==> src/rtl/pf_ddr4_cmd_lane_pkg.sv <==
// pf_ddr4_cmd_lane_pkg: shared FSM state type and default parameters for the DDR4 command lane controller
package pf_ddr4_cmd_lane_pkg;

    typedef enum logic [2:0] {IDLE, LOAD, MOVE, WAIT, DONE} dl_state_e;

    localparam int unsigned DEF_NUM_LANES  = 8;
    localparam int unsigned DEF_DELAY_W    = 8;
    localparam int unsigned DEF_LOAD_TAP   = 1;
    localparam int unsigned DEF_MAX_TAP    = 255;
    localparam int unsigned DEF_SETTLE_CYC = 4;
    localparam bit          DEF_IDLE_LEVEL = 1'b1;

endpackage

==> src/rtl/pf_ddr4_dl_seq.sv <==
// pf_ddr4_dl_seq: per-lane delay-line tap walker; DL_OOR_SYNC_EN adds a 2-flop out-of-range synchroniser
module pf_ddr4_dl_seq
    import pf_ddr4_cmd_lane_pkg::*;
#(
    parameter int unsigned NUM_LANES  = DEF_NUM_LANES,
    parameter int unsigned DELAY_W    = DEF_DELAY_W,
    parameter int unsigned LOAD_TAP   = DEF_LOAD_TAP,
    parameter int unsigned MAX_TAP    = DEF_MAX_TAP,
    parameter int unsigned SETTLE_CYC = DEF_SETTLE_CYC,
    localparam int unsigned LANE_W    = $clog2(NUM_LANES),
    localparam int unsigned CNT_W     = $clog2(SETTLE_CYC)
) (
    input  logic                 clk_i,
    input  logic                 rst_n_i,
    input  logic                 req_valid_i,
    input  logic [LANE_W-1:0]    req_lane_i,
    input  logic [DELAY_W-1:0]   req_tap_i,
    input  logic                 req_load_i,
    input  logic [NUM_LANES-1:0] oor_i,
    input  logic                 err_clr_i,
    output logic                 busy_o,
    output logic                 done_o,
    output logic [DELAY_W-1:0]   cur_tap_o,
    output logic [NUM_LANES-1:0] move_o,
    output logic [NUM_LANES-1:0] dir_o,
    output logic [NUM_LANES-1:0] load_o,
    output logic [NUM_LANES-1:0] err_o
);

    dl_state_e            state_q, state_d;
    logic [LANE_W-1:0]    lane_q, lane_d;
    logic [DELAY_W-1:0]   tgt_q, tgt_d, cur_q, cur_d;
    logic [DELAY_W-1:0]   tap_q [NUM_LANES];
    logic [DELAY_W-1:0]   tap_d [NUM_LANES];
    logic [CNT_W-1:0]     cnt_q, cnt_d;
    logic                 dir_q, dir_d;
    logic [NUM_LANES-1:0] err_q, err_d, err_set, oor;
    logic [DELAY_W-1:0]   tap_sel;
    logic                 at_tgt, up, last, clamp, stepping;

`ifdef DL_OOR_SYNC_EN
    logic [NUM_LANES-1:0] oor_s1_q, oor_s2_q;

    if (SETTLE_CYC < 4) begin : g_settle_chk
        $error("SETTLE_CYC must be >= 4 when the out-of-range synchroniser is enabled");
    end

    // two-flop synchroniser for the asynchronous IOD out-of-range flags
    always_ff @(posedge clk_i) begin
        if (!rst_n_i) begin
            oor_s1_q <= '0;
            oor_s2_q <= '0;
        end else begin
            oor_s1_q <= oor_i;
            oor_s2_q <= oor_s1_q;
        end
    end

    assign oor = oor_s2_q;
`else
    assign oor = oor_i;
`endif

    assign tap_sel  = tap_q[lane_q];
    assign at_tgt   = tap_sel == tgt_q;
    assign up       = tgt_q > tap_sel;
    assign last     = cnt_q == '0;
    assign clamp    = {1'b0, req_tap_i} > (DELAY_W+1)'(MAX_TAP);
    assign stepping = (state_q == MOVE) && !at_tgt;

    // state register
    always_ff @(posedge clk_i) begin
        if (!rst_n_i) state_q <= IDLE;
        else          state_q <= state_d;
    end

    // next-state logic
    always_comb begin
        state_d = state_q;
        case (state_q)
            IDLE:    if (req_valid_i) state_d = req_load_i ? LOAD : MOVE;
            LOAD:    state_d = WAIT;
            MOVE:    state_d = at_tgt ? DONE : WAIT;
            WAIT:    if (last) state_d = oor[lane_q] ? DONE : MOVE;
            default: state_d = IDLE;
        endcase
    end

    // datapath next values: request capture, tap stepping, settle count, sticky errors
    always_comb begin
        lane_d  = lane_q;
        tgt_d   = tgt_q;
        tap_d   = tap_q;
        cnt_d   = cnt_q;
        dir_d   = dir_q;
        cur_d   = cur_q;
        err_set = '0;
        if (state_q == IDLE && req_valid_i) begin
            lane_d              = req_lane_i;
            tgt_d               = clamp ? DELAY_W'(MAX_TAP) : req_tap_i;
            err_set[req_lane_i] = clamp;
        end
        if (state_q == LOAD) begin
            tap_d[lane_q] = DELAY_W'(LOAD_TAP);
            cnt_d         = CNT_W'(SETTLE_CYC - 2);
            dir_d         = 1'b0;
        end
        if (stepping) begin
            tap_d[lane_q] = up ? tap_sel + 1'b1 : tap_sel - 1'b1;
            cnt_d         = CNT_W'(SETTLE_CYC - 2);
            dir_d         = up;
        end
        if (state_q == WAIT) begin
            cnt_d           = cnt_q - 1'b1;
            err_set[lane_q] = last && oor[lane_q];
        end
        if (state_q == DONE) cur_d = tap_sel;
        err_d = (err_q & ~{NUM_LANES{err_clr_i}}) | err_set;
    end

    // datapath registers
    always_ff @(posedge clk_i) begin
        if (!rst_n_i) begin
            lane_q <= '0;
            tgt_q  <= '0;
            tap_q  <= '{default: DELAY_W'(LOAD_TAP)};
            cnt_q  <= '0;
            dir_q  <= 1'b0;
            cur_q  <= DELAY_W'(LOAD_TAP);
            err_q  <= '0;
        end else begin
            lane_q <= lane_d;
            tgt_q  <= tgt_d;
            tap_q  <= tap_d;
            cnt_q  <= cnt_d;
            dir_q  <= dir_d;
            cur_q  <= cur_d;
            err_q  <= err_d;
        end
    end

    // state-decoded outputs; only the selected lane's delay-line bits are ever driven
    always_comb begin
        move_o         = '0;
        dir_o          = '0;
        load_o         = '0;
        move_o[lane_q] = stepping;
        dir_o[lane_q]  = stepping ? up : (state_q == WAIT) && dir_q;
        load_o[lane_q] = state_q == LOAD;
    end

    assign busy_o    = state_q != IDLE;
    assign done_o    = state_q == DONE;
    assign cur_tap_o = cur_q;
    assign err_o     = err_q;

endmodule

==> src/rtl/pf_ddr4_cmd_lane_ctrl.sv <==
// pf_ddr4_cmd_lane_ctrl: multi-lane DDR4 command IOD driver with delay-line sequencer (optional DL_OOR_SYNC_EN)
module pf_ddr4_cmd_lane_ctrl
    import pf_ddr4_cmd_lane_pkg::*;
#(
    parameter int unsigned NUM_LANES  = DEF_NUM_LANES,
    parameter int unsigned DELAY_W    = DEF_DELAY_W,
    parameter int unsigned LOAD_TAP   = DEF_LOAD_TAP,
    parameter int unsigned MAX_TAP    = DEF_MAX_TAP,
    parameter int unsigned SETTLE_CYC = DEF_SETTLE_CYC,
    parameter bit          IDLE_LEVEL = DEF_IDLE_LEVEL,
    localparam int unsigned LANE_W    = $clog2(NUM_LANES)
) (
    input  logic                   FAB_CLK,
    input  logic                   ARST_N,
    input  logic                   cmd_valid,
    output logic                   cmd_ready,
    input  logic [4*NUM_LANES-1:0] cmd_data,
    input  logic [3:0]             cmd_oe,
    output logic [4*NUM_LANES-1:0] TX_DATA,
    output logic [4*NUM_LANES-1:0] OE_DATA,
    input  logic                   dl_req_valid,
    output logic                   dl_req_ready,
    input  logic [LANE_W-1:0]      dl_req_lane,
    input  logic [DELAY_W-1:0]     dl_req_tap,
    input  logic                   dl_req_load,
    output logic [NUM_LANES-1:0]   DELAY_LINE_MOVE,
    output logic [NUM_LANES-1:0]   DELAY_LINE_DIRECTION,
    output logic [NUM_LANES-1:0]   DELAY_LINE_LOAD,
    input  logic [NUM_LANES-1:0]   DELAY_LINE_OUT_OF_RANGE,
    output logic                   dl_busy,
    output logic                   dl_done,
    output logic [DELAY_W-1:0]     dl_cur_tap,
    output logic [NUM_LANES-1:0]   dl_err,
    input  logic                   dl_err_clr
);

    logic [4*NUM_LANES-1:0] tx_q, tx_d, oe_q, oe_d;
    logic                   idle, cmd_acc;

    assign idle         = !dl_busy;
    assign cmd_ready    = idle;
    assign dl_req_ready = idle;
    assign cmd_acc      = cmd_valid && idle;

    // accepted words go out one cycle later; otherwise lanes drive the idle level
    always_comb begin
        tx_d = cmd_acc ? cmd_data : {(4*NUM_LANES){IDLE_LEVEL}};
        oe_d = cmd_acc ? {NUM_LANES{cmd_oe}} : '1;
    end

    // lane output registers
    always_ff @(posedge FAB_CLK) begin
        if (!ARST_N) begin
            tx_q <= {(4*NUM_LANES){IDLE_LEVEL}};
            oe_q <= '0;
        end else begin
            tx_q <= tx_d;
            oe_q <= oe_d;
        end
    end

    assign TX_DATA = tx_q;
    assign OE_DATA = oe_q;

    pf_ddr4_dl_seq #(
        .NUM_LANES  (NUM_LANES),
        .DELAY_W    (DELAY_W),
        .LOAD_TAP   (LOAD_TAP),
        .MAX_TAP    (MAX_TAP),
        .SETTLE_CYC (SETTLE_CYC)
    ) u_seq (
        .clk_i       (FAB_CLK),
        .rst_n_i     (ARST_N),
        .req_valid_i (dl_req_valid),
        .req_lane_i  (dl_req_lane),
        .req_tap_i   (dl_req_tap),
        .req_load_i  (dl_req_load),
        .oor_i       (DELAY_LINE_OUT_OF_RANGE),
        .err_clr_i   (dl_err_clr),
        .busy_o      (dl_busy),
        .done_o      (dl_done),
        .cur_tap_o   (dl_cur_tap),
        .move_o      (DELAY_LINE_MOVE),
        .dir_o       (DELAY_LINE_DIRECTION),
        .load_o      (DELAY_LINE_LOAD),
        .err_o       (dl_err)
    );

endmodule

==> config.mk <==
export PLATFORM = sky130hd
export DESIGN_NAME = pf_ddr4_cmd_lane_ctrl
export DESIGN_NICKNAME = d
export VERILOG_FILES = /design/src/rtl/pf_ddr4_cmd_lane_pkg.sv /design/src/rtl/pf_ddr4_dl_seq.sv /design/src/rtl/pf_ddr4_cmd_lane_ctrl.sv
export SDC_FILE = /design/constraint.sdc
export NUM_CORES = 1
export LEC_CHECK = 0
export CORE_ASPECT_RATIO = 1.25
export CORE_MARGIN = 2
export CORE_UTILIZATION = 45
export CTS_CLUSTER_DIAMETER = 80
export DETAILED_ROUTE_END_ITERATION = 6
export GPL_ROUTABILITY_DRIVEN = 0
export PLACE_DENSITY = 0.77
export SLEW_MARGIN = 25
export SYNTH_ARGS = -nofsm -noshare
export SYNTH_HDL_FRONTEND = slang
export SYNTH_SLANG_ARGS = --single-unit
==> constraint.sdc <==
create_clock -name FAB_CLK -period 4.3 [get_ports FAB_CLK]
set_input_delay 0.43 -clock FAB_CLK [delete_from_list [all_inputs] [get_ports FAB_CLK]]
set_output_delay 0.43 -clock FAB_CLK [all_outputs]
set_load 0.005 [all_outputs]
==> out/metrics.yaml <==
run_status:
  status: "finished clean"
detailed_routing:
  wl_per_cell_um: 19.3
  avgViaCountPerCell: 5.85
  first_iter_violations: 812
  drc: 0
  drt_first_pass_iters: 5
  ant_nets: 0
  drt_wl_total_um: 22600
  vias: 6876
placement:
  place_ws_ns: -0.187
  dp_hpwl_um: 15700
  placed_cell_area_um2: 8610
  io_buffers: 168
floorplan:
  die_h_um: 139
  initial_core_util_pct: 45.7
  core-area_um2: 14300
  dieArea_um2: 15600
  die_w_um: 112
  io_pins: 169
  rows: 49
cts:
  clock_sinks: 133
  clk_pin_slew_ns: 0.06
  cts_tree: "done"
  htree_levels: 4
  cts_buffers: 17
  insertion_delay_ns: 0.42
  cts_buffer_depth: 2
  clockRootBuffer: "clkbuf_16"
logic_synthesis:
  synth.avg_cell_area_um2: 8.19
  synth-edff-count: 0
  synth_area_um2: 6560
  synth_cells: 801
  synth_common_cells: "dfxtp_1 (133), nand2_1 (84), nor2_1 (79), a21oi_1 (63), nand3_1 (55)"
  synthFlopType: "dfxtp_1"
  yosys.area.top_type_share_pct: 40.6
  synth.ff_latch_count: 133
  synth_fp_nets: 878
  ys_warn_count: 0
  synth_cell_types: 56
  synth.most_common_cell: "dfxtp_1"
  synth.yosys.seq_area_share_pct: 40.6
  yosysTopAreaCell: "dfxtp_1"
  synthTopCellsByArea: "dfxtp_1 (41%), a21oi_1 (4.8%), nand2_1 (4.8%)"
  synthArstFlopShare_pct: 0
global_route:
  grt_overflow: 0
  grt_antenna_before_repair: 0
  grt_max_degree: 44
  grt_pass1_wl_um: 34700
  grt_usage_pct: 28.2
  grt_pass1_vias: 6539
pwr:
  peakVddDrop_mv: 0.508
  power_density_nw_per_um2: 645
  leakagePower_nw: 3.72
  finalPower_mw: 6.02
finish:
  final_design_area_no_fill_um2: 9340
  diodes: 0
  nNetsFinal: 1061
  area_growth_pct: 42.4
  drive_above_1_share_pct: 18.8
  n_fill_cell: 1173
sta:
  post-route-min-period_ns: 4.20
  setup_violations: 0
  slew_headroom_pct: 41.2
  max_freq_mhz: 238
  drv_slew: 0
  final-hold-violation-count: 0
  timing.final.crit_share_pct: 97.8
  fin_skew_ns: 0.00958
  worst_pin_slew_ns: 0.875
  fin_ws_ns: 0.0960
hold_path:
  hp-class: "reg -> reg"
worst_setup_path:
  critPathKind: "reg -> reg"
  worstPathRequired_ns: 4.62
  crit_fanout: 16
  arrival_ns: 4.52
  start_kind: "register"
  crit_path_end_kind: "register"
run:
  maxCapViolations: 0
==> through the flow <==
stage / hold slack [ns] / cells / TNS [ns] / utilization, %
4_1_cts: 0.467 / 1170 / 0 / 64.2
3_3_place_gp: 0.446 / 1138 / -0.110 / 60.0
2_1_floorplan: 0.436 / 801 / 0 / -
6_report: 0.462 / 1175 / 0 / 65.1
3_5_place_dp: 0.456 / 1138 / -3.65 / 60.0
5_1_grt: 0.491 / 1175 / -1.43 / 65.1
==> power by group <==
part           switching, mW  internal [mW]
Combinational           1.74           1.35
Sequential            0.0893           1.34
Clock                  0.602          0.887
Total                   2.43           3.58
==> cells in the final DEF (no fill, tap or decap), types with 3 or more instances in the layout <==
cell type and count:
nand2_1 84, and2_1 6, a31oi_1 5, nor2b_1 14, ha_1 15, mux2i_1 8, mux4_2 3, inv_1 30
buf_4 72, nor3_1 20, o21ai_0 12, o311ai_0 7, clkbuf_16 17, o311ai_1 9, a22o_1 3, mux2_2 8
nand3_1 55, a22oi_1 6, or3_1 6, a211oi_1 8, a221oi_2 3, a221oi_1 6, o221ai_1 8, clkdlybuf4s50_1 168
a21oi_1 61, buf_12 4, nor2_1 78, nand2b_1 12, nand4_1 15, a21o_1 4, clkinv_4 3, or3b_2 3
dfxtp_1 131, a41oi_1 7, inv_6 5, and3_1 5, or2_2 40, o21a_1 10
==> cell type report <==
cell class	count	area, um2	area share, %
Sequential cell	133	2670	28.6
Timing Repair Buffer	245	2310	24.8
Clock buffer	18	439	4.70
Inverter	32	120	1.29
Tap cell	178	223	2.39
Multi-Input combinational cell	555	3410	36.5
Clock inverter	14	165	1.77
==> path summary, 6_finish.rpt <==
check	start	endpoint	slack, ns	cells after the start
max	u_seq.lane_q[1]	u_seq.tap_q[13]	0.1	19
min	u_seq.tgt_q[0]	u_seq.tgt_q[0]	0.46	2
max reg2reg	u_seq.lane_q[1]	u_seq.tap_q[13]	0.1	19
min reg2reg	u_seq.tgt_q[0]	u_seq.tgt_q[0]	0.46	2
==> per-layer routing <==
| metal | up-vias | global-route usage [%] | share of wire (%) |
|---|---|---|---|
| met5 | - | 0 | 0 |
| li1 | 3167 | - | - |
| met4 | 0 | 17.5 | 6.1 |
| met3 | 104 | 5.94 | 8.7 |
| met1 | 3202 | 33.8 | 38 |
| met2 | 403 | 46.0 | 47 |
==> logic make-up (layout without fill, tap and decap cells) <==
kind of cell | Yosys count | in the layout | synth area share (%)
compound gates | 168 | 168 | 17.5
xor+xnor | 2 | 2 | 0.267
fa+ha+maj | 16 | 16 | 3.17
buf+inv | 113 | 309 | 8.61
flops | 133 | 133 | 40.6
mux | 19 | 19 | 3.63
simple gates | 350 | 350 | 26.3
==> flip-flops by register name, indices dropped and copies added, names as in the netlist <==
register,cells
u_seq.cnt_q,2
u_seq.err_o,8
TX_DATA,32
u_seq.cur_tap_o,8
OE_DATA,4
u_seq.dir_q,1
u_seq.state_q,3
u_seq.tgt_q,8
u_seq.tap_q,64
u_seq.lane_q,3
==> worst max-delay path, cell delays in order, from the launching register on <==
cell	delay, ns
dfxtp_4	0.44
buf_4	0.15
mux2_2	0.34
a22oi_1	0.19
o22ai_1	0.11
a31oi_1	0.14
buf_4	0.18
ha_1	0.26
nand4_1	0.18
nor2_1	0.11
a211oi_2	0.34
nor2_4	0.10
buf_4	0.16
ha_1	0.31
buf_4	0.16
a21oi_2	0.16
nand2b_1	0.19
o311ai_4	0.13
buf_12	0.17
o311ai_1	0.26
==> what timing repair did <==
| action | in CTS | in global routing |
|---|---|---|
| endpoints found under the setup margin | 48 | 56 |
| gates cloned | 0 | 0 |
| pin swaps | 0 | 3 |
| buffers inserted | 0 | 5 |
| resized for setup | 2 | 17 |
| hold buffers | 0 | 0 |
(Power assumes the default switching activity.)
